### config.mk
export PLATFORM = sky130hd
export DESIGN_NAME = spu_issue_scoreboard
export DESIGN_NICKNAME = d
export VERILOG_FILES = /design/src/rtl/spu_issue_scoreboard.sv
export SDC_FILE = /design/constraint.sdc
export NUM_CORES = 2
export LEC_CHECK = 0
export BUFFER_PORTS_ARGS = -buffer_cell sky130_fd_sc_hd__buf_2
export CAP_MARGIN = 20
export CELL_PAD_IN_SITES_DETAIL_PLACEMENT = 0
export CELL_PAD_IN_SITES_GLOBAL_PLACEMENT = 1
export CORE_MARGIN = 2
export CORE_UTILIZATION = 30
export CTS_BUF_LIST = sky130_fd_sc_hd__clkbuf_4 sky130_fd_sc_hd__clkbuf_8
export CTS_CLUSTER_SIZE = 16
export DETAILED_ROUTE_END_ITERATION = 8
export GPL_TIMING_DRIVEN = 0
export PLACE_DENSITY_LB_ADDON = 0.1
export SLEW_MARGIN = 15
export SYNTH_ARGS = -nofsm -noshare
export SYNTH_HDL_FRONTEND = slang
export SYNTH_SLANG_ARGS = --single-unit
### constraint.sdc
create_clock -name clk -period 209 [get_ports clk]
set_input_delay 41.8 -clock clk [delete_from_list [all_inputs] [get_ports clk]]
set_output_delay 41.8 -clock clk [all_outputs]
set_load 0.1 [all_outputs]
### src/rtl/spu_issue_scoreboard.sv
// Purpose: per-register pending-result scoreboard; holds the ID instruction on RAW/WAW hazards.
// Latency: issue_ready/issue_fire/stall/pending_count are combinational; counters update on clk.
// Backpressure: stall holds ID in place (nop into ST3); nothing is recorded for unfired instructions.
// Ports: clk/reset_n; ID request (id_valid, id_ra/rb/rc + *_used, id_rt, id_rt_write, id_latency);
//        flush, clear_stats; outputs issue_ready, issue_fire, stall, pending_count, stall_count.
module spu_issue_scoreboard #(
    parameter int NUM_REGS = 128,
    parameter int REG_W    = 7,
    parameter int LAT_W    = 3,
    parameter int STAT_W   = 16
) (
    input  logic              clk,
    input  logic              reset_n,
    input  logic              id_valid,
    input  logic [REG_W-1:0]  id_ra,
    input  logic [REG_W-1:0]  id_rb,
    input  logic [REG_W-1:0]  id_rc,
    input  logic              id_ra_used,
    input  logic              id_rb_used,
    input  logic              id_rc_used,
    input  logic [REG_W-1:0]  id_rt,
    input  logic              id_rt_write,
    input  logic [LAT_W-1:0]  id_latency,
    input  logic              flush,
    input  logic              clear_stats,
    output logic              issue_ready,
    output logic              issue_fire,
    output logic              stall,
    output logic [7:0]        pending_count,
    output logic [STAT_W-1:0] stall_count
);

    // Cycles remaining until each register's in-flight result is forwardable.
    logic [LAT_W-1:0] pend [NUM_REGS];

    logic raw_hazard;
    logic waw_hazard;

    assign raw_hazard = (id_ra_used && (pend[id_ra] != '0)) ||
                        (id_rb_used && (pend[id_rb] != '0)) ||
                        (id_rc_used && (pend[id_rc] != '0));

    // A new write may not become visible before an older write to the same target.
    assign waw_hazard = id_rt_write && (pend[id_rt] > id_latency);

    assign issue_ready = ~flush & ~raw_hazard & ~waw_hazard;
    assign issue_fire  = id_valid & issue_ready;
    assign stall       = id_valid & ~issue_ready;

    always_comb begin
        pending_count = '0;
        for (int r = 0; r < NUM_REGS; r++) begin
            if (pend[r] != '0) begin
                pending_count = pending_count + 8'd1;
            end
        end
    end

    always_ff @(posedge clk or negedge reset_n) begin
        if (!reset_n) begin
            for (int r = 0; r < NUM_REGS; r++) begin
                pend[r] <= '0;
            end
        end else begin
            for (int r = 0; r < NUM_REGS; r++) begin
                if (flush) begin
                    pend[r] <= '0;
                end else if (issue_fire && id_rt_write && (id_rt == REG_W'(r))) begin
                    // New producer overrides the running decrement; latency 0 clears.
                    pend[r] <= id_latency;
                end else if (pend[r] != '0) begin
                    pend[r] <= pend[r] - LAT_W'(1);
                end
            end
        end
    end

    always_ff @(posedge clk or negedge reset_n) begin
        if (!reset_n) begin
            stall_count <= '0;
        end else if (clear_stats) begin
            stall_count <= '0;
        end else if (stall && !(&stall_count)) begin
            stall_count <= stall_count + STAT_W'(1);
        end
    end

endmodule

==> impl_results.md <==
* Outcome: finished clean
* TNS Setup at 0 ns
* Clock Path Buffers at 3
* Slack of the worst reg-to-reg path at 201.17 ns
* Initial antenna violation count at 34
* Final period util at 0.619
* Via/cell ratio at between 5 and 6
* Met3 GRT Util at 0.0448
* Crit path required time at 167.20 ns
* Pin count of the biggest net entering global routing at 88
* Crit. Startpoint: pend[381]
* DRC viols at 0
* Finish-stage setup viols at 0
* Post-synthesis net count at 7939
* Min cycle time layout at 129.44 ns
* CP Max Fanout at 8
* Most used cell, CP: ha_1
* CP arrival at 87.64 ns
* Slowest cell on crit path: a2111oi_0
* Cell accounting for the most synthesized area: dfrtp_1
* Initial Util at 0.301
* Via Count at 59189
* Top-count cell post-synth: nor2_1
* Tot GR Track Use at 0.261
* Number of flops mapped to enable cells by yosys at 0
* Yosys warning count at 0
* Slew margin rel. at 0.127
* Hold Buf Count CTS at 0
* Hold wc startpoint: stall_count[11]
* Core area at between 150000 and 200000 um2
* Routability-driven placement congestion ratio at 0.983
* Fmax at just under 0.008 GHz
* Fin. Hold Viols at 0
* Mapped Avg Cell Area at 8.00 um2
* 1st-pass router iterations at 6
* Worst-path clk slew at 0.06 ns
* WL/cell at ~26 um
* Hold WC Path Type: reg2reg
* Die area at 204000 um2
* RSZ-0062 raised after global routing: no
* Synthesized instance count at 7514
* Die Y at 452 um
* Yosys cell types at approximately 120
* Rows at 164
* Share of the synthesized area in the top cell type at 0.167
* Post-layout nets at 8132
* Post-DP HPWL at approximately 220000 um
* Setup CP Type: reg2out
* Main synth FF type: dfrtp_1
* Gr busiest metal: met2
* Synthesized cell area at 60100 um2
* Post-synth top cells: 1025 x nor2_1, 578 x xnor2_1, 571 x nand2_1, 446 x a21oi_1, 422 x nor3_1
* TritonCTS clock tree: done
* Grt ovf at 0
* Setup crit start kind: flop
* Clock buffer count from CTS at 90
* Share of cells above drive strength 1 at 0.0997
* First-pass GRT wire length at 396000 um
* Routed wire length at 273000 um
* Resized Gates After CTS at 0
* FFs w/ async S/R, synth at 1.00
* Setup bufs post-CTS at 0
* Crit. End Element: output port
* Vias in the first global route at 56192
* GR Util met2 at 0.396
* Synth top area cells: dfrtp_1 17%, mux4_2 8.8%, xnor2_1 8.4%
* Max Cap Violations at 0
* Skew final at between 0.06 and 0.07 ns
* Die W at between 400 and 500 um
* Met1 usage at 0.357
* Syn-to-layout area delta at 10.9%
* Clk_lat worst skew at 0.83 ns
* Antenna-violating nets left at 0
* CTS Sinks at 400
* Num ports at 67
* Slew @ Worst Pin at 1.31 ns
* Reg2reg start: pend[337]
* Port bufs at 46
* DRT iter0 DRCs at 5457
* Max-slew violations at 0
* Seq/Total Area, Yosys at 0.167
* H-tree depth at 3
* CP peak stage delay at 0.88 ns
* Post-synthesis register bit count at 400
* CTS root buf: clkbuf_8
-- state kept, by name, summed over array words and instances (netlist names) --
register     cells
stall_count     16
pend           384
-- per-layer routing --
metal	wire, um	share of wire	up-vias
li1	-	-	27516
met1	123000	0.45	29044
met3	18200	0.067	550
met5	220	0.00081	-
met4	14800	0.054	20
met2	117000	0.43	2059
-- area by class of cell --
type                    instances  area (um2)
clock inverters                18         143
diodes                         22        55.1
well taps                    2656        3320
plain buffers                 410        1640
repair buffers                101        1120
clock buffers                 137        1740
fillers                     21326      133000
flip-flops and latches        400       10000
inverters                     361        1360
multi-input cells            6343       47200
-- final timing paths --
check                                   end  depth (start not counted)
setup / recovery           pending_count[7]                        415
hold / removal              stall_count[11]                          2
setup reg to reg                  pend[238]                         21
hold reg to reg             stall_count[11]                          2
max in group asynchronous         pend[157]                          4
min in group asynchronous    stall_count[2]                          1
-- cell families (layout without fill, tap and decap cells) --
group	after synthesis	count (layout)	synth area share
mux	341	341	0.107
buf+inv	771	1027	0.0491
other cells	0	22	0
compound gates	1652	1652	0.186
xor+xnor	966	966	0.175
simple gates	2994	2994	0.236
fa+ha+maj	390	390	0.0810
flops	400	400	0.167
-- through the flow --
stage                     hold slack, ns  setup WS [ns]   util  instance area, um2  cells
after floorplan                    0.538          96.15      -               60100   7514
after global placement             0.547          80.85  0.319               63700  10216
after detailed placement           0.557          81.12  0.324               64600  10266
after CTS                          0.566          79.74  0.333               66500  10421
after global routing               0.590          71.65  0.334               66600  10442
final                              0.565          79.56  0.334               66600  10448
-- cell usage in the layout, fill, tap and decap left out, drive strengths merged, types with 16 or more instances in the layout --
cell	synthesis	layout
a31oi	103	103
o31ai	37	37
xor2	240	240
a21o	26	26
o22ai	31	31
nand4	41	41
a2111oi	16	16
o21ai	205	205
and2	57	57
o211ai	30	30
mux2i	86	86
a21boi	20	20
inv	359	365
nand2b	165	165
a22oi	25	25
xnor2	626	626
ha	385	385
a221oi	125	125
or2	33	33
nand3	182	182
o21a	25	25
nor3	424	424
xnor3	87	87
or3	55	55
and3	35	35
o221ai	16	16
dfrtp	400	400
nor2	1028	1028
a211oi	349	349
a21oi	449	449
buf	60	160
mux2	20	20
nand2	571	571
nor4	35	35
diode	0	22
nor2b	292	292
mux4	235	235
clkbuf	350	487
nor3b	27	27
-- critical path: cells and delay by family (launching register included) --
family                   cells  cell delay (ns)
AO/OA/AOI/OAI              151            34.74
XOR/XNOR                    57            10.25
flip-flops                   1             0.44
adder cells (fa/ha/maj)     65            20.63
AND/OR/NAND/NOR            114            15.56
multiplexers                 9             2.31
buffers and inverters       19             2.71
Power is not shown: default switching activity piles up to over one toggle a cycle in this logic, so the estimate is an artifact.
